--- src/rtl/core_mem_port.sv ---
// Per-core request front-end sitting upstream of the 3-core RAM arbiter.
// Turns a one-cycle load/store pulse into a level-held rden/wren request, waits for the
// per-core grant, holds the request while the RAM result settles, captures read data,
// pulses done, then waits for the grant to drop before accepting another access.
module core_mem_port #(
    parameter int unsigned ADDR_W   = 8,
    parameter int unsigned DATA_W   = 8,
    parameter int unsigned HOLD_CYC = 3,
    parameter int unsigned TIMEOUT  = 255
) (
    input  logic              clk,
    input  logic              rst_n,
    input  logic              cpu_rd,
    input  logic              cpu_wr,
    input  logic [ADDR_W-1:0] cpu_addr,
    input  logic [DATA_W-1:0] cpu_wdata,
    output logic              cpu_busy,
    output logic              cpu_done,
    output logic              cpu_err,
    output logic [DATA_W-1:0] cpu_rdata,
    output logic              mem_rden,
    output logic              mem_wren,
    output logic [ADDR_W-1:0] mem_addr,
    output logic [DATA_W-1:0] mem_din,
    input  logic              mem_acq,
    input  logic [DATA_W-1:0] mem_dq
);

    localparam int unsigned CntMax = (HOLD_CYC > TIMEOUT) ? HOLD_CYC : TIMEOUT;
    localparam int unsigned CntW   = $clog2(CntMax + 1);

    localparam logic [CntW-1:0] CntSat      = CntW'(CntMax);
    localparam logic [CntW-1:0] HoldLast    = CntW'(HOLD_CYC - 1);
    localparam logic [CntW-1:0] TimeoutLast = CntW'((TIMEOUT == 0) ? 0 : TIMEOUT - 1);

    typedef enum logic [2:0] {StIdle, StReq, StHold, StDone, StCool} state_e;

    state_e            state_q, state_d;
    logic [CntW-1:0]   cnt_q, cnt_d;
    logic              wr_q, wr_d;
    logic              err_q, err_d;
    logic [ADDR_W-1:0] addr_q, addr_d;
    logic [DATA_W-1:0] din_q, din_d;
    logic [DATA_W-1:0] rdata_q, rdata_d;

    logic [CntW-1:0]   cnt_inc;
    logic              timeout_hit;
    logic              hold_last;
    logic              req_on;

    // Saturating counter shared by the grant wait (REQ) and the settle window (HOLD).
    always_comb begin
        cnt_inc     = (cnt_q == CntSat) ? cnt_q : cnt_q + CntW'(1);
        timeout_hit = (TIMEOUT != 0) && (cnt_q == TimeoutLast);
        hold_last   = (cnt_q == HoldLast);
    end

    // State and datapath registers with synchronous active-low reset.
    always_ff @(posedge clk) begin
        if (!rst_n) begin
            state_q <= StIdle;
            cnt_q   <= '0;
            wr_q    <= 1'b0;
            err_q   <= 1'b0;
            addr_q  <= '0;
            din_q   <= '0;
            rdata_q <= '0;
        end else begin
            state_q <= state_d;
            cnt_q   <= cnt_d;
            wr_q    <= wr_d;
            err_q   <= err_d;
            addr_q  <= addr_d;
            din_q   <= din_d;
            rdata_q <= rdata_d;
        end
    end

    // Next-state logic; a grant in the final wait cycle beats the timeout.
    always_comb begin
        state_d = state_q;
        case (state_q)
            StIdle: if (cpu_rd || cpu_wr) state_d = StReq;
            StReq: begin
                if (mem_acq) begin
                    state_d = StHold;
                end else if (timeout_hit) begin
                    state_d = StDone;
                end
            end
            StHold: if (hold_last) state_d = StDone;
            StDone: state_d = StCool;
            // Lingering grant from the arbiter must clear before a new access.
            StCool: if (!mem_acq) state_d = StIdle;
            default: state_d = StIdle;
        endcase
    end

    // Request capture, counting, error flag and read-data capture.
    always_comb begin
        cnt_d   = cnt_q;
        wr_d    = wr_q;
        err_d   = err_q;
        addr_d  = addr_q;
        din_d   = din_q;
        rdata_d = rdata_q;
        case (state_q)
            StIdle: begin
                cnt_d = '0;
                if (cpu_wr) begin
                    // Write wins over a simultaneous read.
                    wr_d   = 1'b1;
                    err_d  = 1'b0;
                    addr_d = cpu_addr;
                    din_d  = cpu_wdata;
                end else if (cpu_rd) begin
                    wr_d   = 1'b0;
                    err_d  = 1'b0;
                    addr_d = cpu_addr;
                end
            end
            StReq: begin
                if (mem_acq) begin
                    cnt_d = '0;
                end else if (timeout_hit) begin
                    err_d = 1'b1;
                end else begin
                    cnt_d = cnt_inc;
                end
            end
            StHold: begin
                if (hold_last) begin
                    if (!wr_q) rdata_d = mem_dq;
                end else begin
                    cnt_d = cnt_inc;
                end
            end
            default: ;
        endcase
    end

    // Outputs decoded from the current state and registered request fields.
    always_comb begin
        req_on    = (state_q == StReq) || (state_q == StHold);
        cpu_busy  = (state_q != StIdle);
        cpu_done  = (state_q == StDone);
        cpu_err   = (state_q == StDone) && err_q;
        cpu_rdata = rdata_q;
        mem_rden  = req_on && !wr_q;
        mem_wren  = req_on && wr_q;
        mem_addr  = addr_q;
        mem_din   = din_q;
    end

endmodule
--- config.mk ---
export PLATFORM = sky130hd
export DESIGN_NAME = core_mem_port
export DESIGN_NICKNAME = d
export VERILOG_FILES = /design/src/rtl/core_mem_port.sv
export SDC_FILE = /design/constraint.sdc
export NUM_CORES = 1
export LEC_CHECK = 0
export BUFFER_PORTS_ARGS = -buffer_cell sky130_fd_sc_hd__buf_2
export CAP_MARGIN = 10
export CORE_ASPECT_RATIO = 1.5
export CORE_UTILIZATION = 47
export DETAILED_ROUTE_END_ITERATION = 7
export PLACE_DENSITY = 0.75
export SLEW_MARGIN = 25
export SYNTH_ARGS = -nofsm -noshare
export SYNTH_HDL_FRONTEND = slang
export SYNTH_SLANG_ARGS = --single-unit
--- constraint.sdc ---
create_clock -name clk -period 2.4 [get_ports clk]
set_clock_uncertainty 0.2 [all_clocks]
set_input_delay 0.12 -clock clk [delete_from_list [all_inputs] [get_ports clk]]
set_output_delay 0.12 -clock clk [all_outputs]
set_load 0.02 [all_outputs]
==> results of run 1 <==
layer usage:
layer,vias to the layer above,part of all wire,wire length (µm)
li1,873,-,-
met1,790,0.38,1748
met2,49,0.54,2491
met3,11,0.048,222
met4,0,0.026,121
met5,-,0,0
worst paths after layout:
kind | end | slack (ns) | start | cells past startpoint
setup / recovery | cnt_q[1]$_SDFFE_PN0P_ | 0.26 | cnt_q[0]$_SDFFE_PN0P_ | 7
hold / removal | err_q$_SDFFE_PN0P_ | 0.03 | rst_n | 2
setup reg to reg | cnt_q[1]$_SDFFE_PN0P_ | 0.26 | cnt_q[0]$_SDFFE_PN0P_ | 7
hold reg to reg | mem_din[1]$_SDFFE_PN0P_ | 0.26 | mem_din[1]$_SDFFE_PN0P_ | 2
worst register-to-register path: stages (launching register included):
cell and delay, ns:
dfxtp_1 0.39, inv_1 0.06, ha_1 0.20, nor4b_4 0.14, a21oi_1 0.17, o221ai_2 0.28
or4b_1 0.57, nand2_1 0.07
cells by family after synthesis:
logic type / synth area share
xor+xnor: 0.004997
mux: 0.04568
fa+ha+maj: 0.01427
flops: 0.4226
buf+inv: 0.05353
compound gates: 0.1949
simple gates: 0.2641
Yosys cell counts, types with 3 or more instances:
cell       n
clkbuf_1   6
dfxtp_1   37
nor3_1     3
nand3_1   12
a211oi_1   3
nor2b_1   12
inv_1      5
a21oi_1    7
mux2i_1    8
a21boi_0  17
buf_2      3
o21ai_0    8
nor2_1     7
nand2_1   41
o211ai_1   3
final cells by class:
class / instances / area share
well taps: 42 / 0.02163
inverters: 5 / 0.007724
flip-flops and latches: 37 / 0.3048
clock buffers: 5 / 0.02832
multi-input cells: 151 / 0.3780
repair buffers: 86 / 0.2327
clock inverters: 3 / 0.02678
power by group through the flow:
stage	combinational, µW	clock [µW]	sequential [µW]
final	272	639	669
after global routing	297	674	674
after CTS	269	647	668
after detailed placement	237	0	682
after global placement	233	0	681
after floorplan	126	0	706
timing repair:
item	in CTS	in global routing
gates resized for setup	0	0
endpoints found under the setup margin	0	0
hold buffers	25	0
hold endpoints to repair	25	0
state kept, by name, summed over array words and instances, names as in the netlist:
signal,flops
cnt_q,8
err_q,1
mem_addr,8
wr_q,1
mem_din,8
cpu_rdata,8
state_q,3
through the flow:
step / cell area [µm²] / utilization / setup WS [ns] / cells / hold WS [ns]
floorplan: 1753 / - / 0.5165 / 206 / 0.06491
global placement: 2046 / 0.5877 / 0.2846 / 296 / 0.1712
detailed placement: 2046 / 0.5877 / 0.2520 / 296 / 0.1784
CTS: 2430 / 0.6981 / 0.2385 / 329 / 0.02648
global route: 2430 / 0.6981 / 0.007178 / 329 / 0.05150
finish: 2430 / 0.6981 / 0.2573 / 329 / 0.02667
==> impl_metrics.ini, run 1 <==
[synth]
synthArstFlopShare = 0
ys_seq_area_frac = 0.4226
synth_top_area_share = 0.4226
synth_area_leaders = dfxtp_1 (42%), nand2_1 (8.8%), a21boi_0 (7.3%), mux2i_1 (4.6%), nor2b_1 (4.3%)
yosys.area.top_type = dfxtp_1
ys_types = 41
synth-seq-cells = 37
ys.flop_type = dfxtp_1
syn_area_um2 = 1753
syn-num-nets = 237
yosys_warnings = 0
synth_edf_count = 0
synth_cells = 206
syn_avg_cell_area_um2 = 8.509

[final_layout]
syn2layout_area_growth_pct = 38.62
fill_cells = 275
drive_above_1_share = 0.2613
layout.nets = 317
diodes = 0
multi_input_area_um2 = 918.4
ff_latch_area_um2 = 740.7
final_cell_mix = buf_2 (57), nand2_1 (41), dfxtp_1 (37), dlygate4sd3_1 (25), a21boi_0 (17)
final_common_cell = buf_2

[outcome]
status = complete, no violations

[timing]
setup_viol = 0
fin_crit_ns = 2.143
worstMarginPinSlew_ns = 0.8257
hold_viol = 0
tns_ns = 0
slew_headroom = 0.4437
fmax_ghz = 0.4667
post-route-period-util = 0.8928
rsz0062_at_grt = no
slew_violations = 0

[global_route]
grt_pass1_vias = 1625
grt_pass1_wl_mm = 7.369
met2_usage = 0.4641
grt_use_met3 = 0.05754
busiest_layer = met2
grt.total_usage = 0.2475
met1_usage = 0.2411
grt_start_max_net_pins = 21
overflow = 0
antenna_found_initial = 0

[clock_network]
cts_sinks = 37
cts_buffer_depth = 2
cts_made_buffers = 5
postCtsSetupBuffers = 0
cts_tree = built
cts_max_level = 2
clock_latency_ns = 0.29
cts_root_buffer = clkbuf_8
clk_pin_slew_ns = 0.07

[power]
seqPwrFrac = 0.423
pwr-share-clk = 0.404
power.total_uw = 1580
p_per_area_nw_per_um2 = 650.1
swShare = 0.2550
combPwrFrac = 0.172
p_sw_uw = 402.8
internal-power_uw = 1177
p_leak_uw = 0.001103
irDropWorstVdd_mv = 0.7955

[worst_setup_path]
cpMaxStageDelayCell = or4b_1
crit_buf_inv = 1
crit_required_ns = 2.44
cpLargestDelayFamily = simple AND/OR/NAND/NOR gates
end_kind = flip-flop
start_kind = flip-flop
cpPeakStageDelay_ns = 0.57
arrival_ns = 2.18
critical_path.cell_chain = inv_1, ha_1, nor4b_4, a21oi_1, o221ai_2, or4b_1, nand2_1
path_class = reg2reg
path_max_fanout = 16

[placed_design]
gp_congestion = 0.8712
portBuffers = 57
hpwl_mm = 2.936

[floorplan]
start_util = 0.5036
fp.coreArea_um2 = 3481
fp.dieW_um = 51.87
top_level_ports = 58
dieArea_um2 = 3983
rows = 26
die_y_um = 76.80

[min_path]
holdCritPathClass = in2reg

[run]
cap_viol_max_count = 0

[routing]
drc = 0
dr.first_iter.drc_count = 38
wl_per_cell_um = 13.93
drt_pass1_iterations = 4
viasPerCell = 5.237
wl_mm = 4.584
vias = 1723
antenna_left = 0
No activity file was read; power rests on OpenSTA's default activity.
==> run 2: changes to the inputs <==
PLACE_DENSITY = 0.86   (was 0.75)
==> impl_metrics.ini, run 2 (same netlist as run 1, synthesis figures left out) <==
[worst_setup_path]
worstRegToRegCells = 7
critPathLaunch = cnt_q[0]$_SDFFE_PN0P_
cpLargestDelayFamily = simple AND/OR/NAND/NOR gates
r2r-end = cnt_q[1]$_SDFFE_PN0P_
path_class = reg2reg
reg2reg_from = cnt_q[0]$_SDFFE_PN0P_
cpMaxStageDelayCell = or4b_1
crit_buf_inv = 1
r2r_setup_slack_ns = 0.18
cpPeakStageDelay_ns = 0.59
arrival_ns = 2.26
start_kind = flip-flop
path_max_fanout = 16
end_kind = flip-flop
critical_path.cell_chain = inv_1, ha_1, nor4b_4, a21oi_1, o221ai_2, or4b_1, nand2_1
crit_required_ns = 2.44

[timing]
slew_violations = 0
worstMarginPinSlew_ns = 0.8242
fin_crit_ns = 2.219
post-route-period-util = 0.9244
tns_ns = 0
rsz0062_at_grt = no
setup_viol = 0
hold_viol = 0
fmax_ghz = 0.4507
slew_headroom = 0.4447

[global_route]
grt.total_usage = 0.2646
met1_usage = 0.2561
grt_start_max_net_pins = 23
met2_usage = 0.4897
grt_pass1_vias = 1761
busiest_layer = met2
grt_use_met3 = 0.05754
overflow = 0
antenna_found_initial = 0
grt_pass1_wl_mm = 7.866

[power]
p_leak_uw = 0.001109
irDropWorstVdd_mv = 0.4834
p_per_area_nw_per_um2 = 620.5

[routing]
antenna_left = 0
viasPerCell = 5.434
vias = 1804
dr.first_iter.drc_count = 56
drc = 0
drt_pass1_iterations = 4
wl_mm = 4.900
wl_per_cell_um = 14.76

[min_path]
hold_end = state_q[0]$_SDFFE_PN0P_
holdCritPathClass = in2reg
holdCritStartpoint = cpu_rd
whs_path_depth = 4

[floorplan]
die_y_um = 76.80
dieArea_um2 = 3983
top_level_ports = 58
fp.dieW_um = 51.87
start_util = 0.5036
fp.coreArea_um2 = 3481
rows = 26

[final_layout]
fin_area_um2 = 2444
fill_cells = 256
layout.nets = 320
drive_above_1_share = 0.2621
diodes = 0
final_cells = 332
syn2layout_area_growth_pct = 39.40
final_cell_mix = buf_2 (57), nand2_1 (41), dfxtp_1 (37), dlygate4sd3_1 (27), a21boi_0 (17)
final_common_cell = buf_2

[placed_design]
placedCellCount = 297
hpwl_mm = 2.951
portBuffers = 57
gp_congestion = 0.8648
postPlaceCellArea_um2 = 2053

[clock_network]
hold_buffers = 27
cts_tree = built
cts_max_level = 2
cts_root_buffer = clkbuf_8
clk_pin_slew_ns = 0.08
clock_latency_ns = 0.29
cts_made_buffers = 5
cts_buffer_depth = 2
cts_sinks = 37
cts_resized = 0
postCtsSetupBuffers = 0

[run]
cap_viol_max_count = 0

[outcome]
status = complete, no violations
-- run 2: cell types whose count changed in the layout (fill, tap and decap cells not counted), sizes merged --
| cell | delta |
|---|---|
| buf | +1 |
| clkinvlp | +1 |
| clkinv | -1 |
| dlygate4sd3 | +2 |
| clkbuf | +1 |
| bufinv | -1 |
-- run 2: per-layer routing --
layer,vias to the layer above,part of all wire
li1,876,-
met1,832,0.37
met2,80,0.54
met3,16,0.054
met4,0,0.038
met5,-,0
-- run 2: area by class of cell --
class | count | area, µm² | area share
multi-input combinational | 151 | 918.4 | 0.3758
sequential | 37 | 740.7 | 0.3031
timing repair buffer | 89 | 593.1 | 0.2427
clock buffer | 6 | 82.58 | 0.03379
tap | 42 | 52.55 | 0.02151
clock inverter | 2 | 37.54 | 0.01536
inverter | 5 | 18.77 | 0.007681
-- run 2: where the power goes --
group	switching (µW)	internal, µW
Sequential	26.5	647
Clock	233	338
Combinational	155	117
-- run 2: how the worst max path moves through the flow --
stage                                       end  slack [ns]  cells past startpoint
after floorplan           cnt_q[1]$_SDFFE_PN0P_        0.52                      7
after global placement    cnt_q[1]$_SDFFE_PN0P_        0.30                      7
after detailed placement  cnt_q[1]$_SDFFE_PN0P_        0.21                      7
after CTS                 cnt_q[1]$_SDFFE_PN0P_        0.19                      7
after global routing      cnt_q[1]$_SDFFE_PN0P_        0.04                      7
final                     cnt_q[1]$_SDFFE_PN0P_        0.18                      7
-- run 2: through the flow --
step / hold slack, ns / total power (µW) / utilization / worst slack (ns)
floorplan: 0.06491 / 832.6 / - / 0.5165
global placement: 0.1705 / 908.4 / 0.5899 / 0.2952
detailed placement: 0.1792 / 914.5 / 0.5899 / 0.2127
CTS: 0.05633 / 1510 / 0.7020 / 0.1875
global route: 0.08173 / 1577 / 0.7020 / 0.04368
finish: 0.06274 / 1516 / 0.7020 / 0.1814
-- run 2: worst min-delay path, cell delays in order --
cell and delay (ns):
buf_2 0.11, nor3_1 0.12, o21a_1 0.12, a211oi_1 0.04
==> run 3: changes to the inputs <==
PLACE_DENSITY = 0.77   (was 0.86)
==> impl_metrics.ini, run 3 (same netlist as run 1, synthesis figures left out) <==
[outcome]
status = complete, no violations

[timing]
rsz0062_at_grt = no
setup_viol = 0
slew_violations = 0
tns_ns = 0
fmax_ghz = 0.4558
hold_viol = 0
slew_headroom = 0.3917
worstMarginPinSlew_ns = 0.9028
fin_crit_ns = 2.194
post-route-period-util = 0.9142

[power]
pwr-share-clk = 0.377
p_sw_uw = 402.5
p_per_area_nw_per_um2 = 623.8
irDropWorstVdd_mv = 0.5248
combPwrFrac = 0.177
p_leak_uw = 0.001087
swShare = 0.2679
internal-power_uw = 1100
seqPwrFrac = 0.447
power.total_uw = 1502

[final_layout]
drive_above_1_share = 0.2587
final_cell_mix = buf_2 (57), nand2_1 (41), dfxtp_1 (37), dlygate4sd3_1 (25), a21boi_0 (17)
syn2layout_area_growth_pct = 37.40
fin_util = 0.6919
final_common_cell = buf_2
layout.nets = 316
fill_cells = 291
ff_latch_area_um2 = 740.7
diodes = 0
multi_input_area_um2 = 918.4
final_cells = 328

[global_route]
grt_pass1_wl_mm = 6.989
antenna_found_initial = 0
grt.total_usage = 0.2320
grt_pass1_vias = 1620
grt_start_max_net_pins = 21
overflow = 0

[routing]
drt_pass1_iterations = 4
wl_met2_mm = 2.381
met1Wirelength_mm = 1.666
highest_layer = met4
met3_length_um = 251
drc = 0
viasPerCell = 5.189
antenna_left = 0
vias = 1702
wl_mm = 4.379
dr.first_iter.drc_count = 32
wl_per_cell_um = 13.35

[clock_network]
cts_sinks = 37
cts_buffer_depth = 2
cts_root_buffer = clkbuf_8
cts_made_buffers = 5
clk_pin_slew_ns = 0.08
postCtsSetupBuffers = 0
cts_tree = built
cts_max_level = 2
clock_latency_ns = 0.29

[floorplan]
fp.dieW_um = 51.87
fp.coreArea_um2 = 3481
top_level_ports = 58
start_util = 0.5036
rows = 26
die_y_um = 76.80
dieArea_um2 = 3983

[run]
cap_viol_max_count = 0

[placed_design]
hpwl_mm = 2.851
portBuffers = 57
placedCellCount = 295
gp_congestion = 0.9177

[worst_setup_path]
path_max_fanout = 16
arrival_ns = 2.23
start_kind = flip-flop
crit_required_ns = 2.43
end_kind = flip-flop
path_class = reg2reg

[min_path]
holdCritPathClass = in2reg
[run 3: cell count changes in the layout (fill, tap and decap cells not counted), sizes merged]
cell | previous run | this run
dlygate4sd3 | 27 | 25
buf | 62 | 60
[run 3: power by group through the flow]
stage	Combinational [µW]	Clock, µW	Sequential [µW]
floorplan	126	0	706
detailed placement	231	0	685
global route	290	608	675
global placement	228	0	684
CTS	263	579	670
finish	265	566	671
[run 3: layout make-up]
cell class | instances | share of cell area
clock inverter | 2 | 0.01558
tap | 42 | 0.02182
clock buffer | 6 | 0.03429
inverter | 5 | 0.007792
timing repair buffer | 85 | 0.2317
multi-input combinational | 151 | 0.3813
sequential | 37 | 0.3075
[run 3: worst max-delay path, stage by stage, from the launching register on]
cell and delay (ns):
dfxtp_1 0.40, inv_1 0.07, ha_1 0.22, nor4b_4 0.14
a21oi_1 0.18, o221ai_2 0.29, or4b_1 0.57, nand2_1 0.08
[run 3: final timing paths]
kind                                              start  depth (start not counted)  slack, ns                       end
worst min-delay path                              rst_n                          2       0.02  mem_addr[5]$_SDFFE_PN0P_
worst min register to register  mem_din[1]$_SDFFE_PN0P_                          2       0.26   mem_din[1]$_SDFFE_PN0P_
worst max register to register    cnt_q[0]$_SDFFE_PN0P_                          7       0.21     cnt_q[1]$_SDFFE_PN0P_
worst max-delay path              cnt_q[0]$_SDFFE_PN0P_                          7       0.21     cnt_q[1]$_SDFFE_PN0P_
[run 3: timing repair]
| item | CTS | global route |
|---|---|---|
| hold buffers | 25 | 0 |
| resized for setup | 0 | 0 |
| hold endpoints to repair | 25 | 0 |
[run 3: per-layer routing]
layer  up-vias  track usage
li1        870            -
met1       773       0.2381
met2        53       0.4205
met3         6      0.05357
met4         0       0.1054
met5         -            0
[run 3: through the flow]
step	instance area, µm²	hold WS [ns]	setup WS, ns
after floorplan	1753	0.06491	0.5165
after detailed placement	2038	0.1793	0.2335
final	2409	0.02293	0.2060
after CTS	2409	0.02452	0.2008
after global routing	2409	0.03466	0.04940
after global placement	2038	0.1683	0.2942
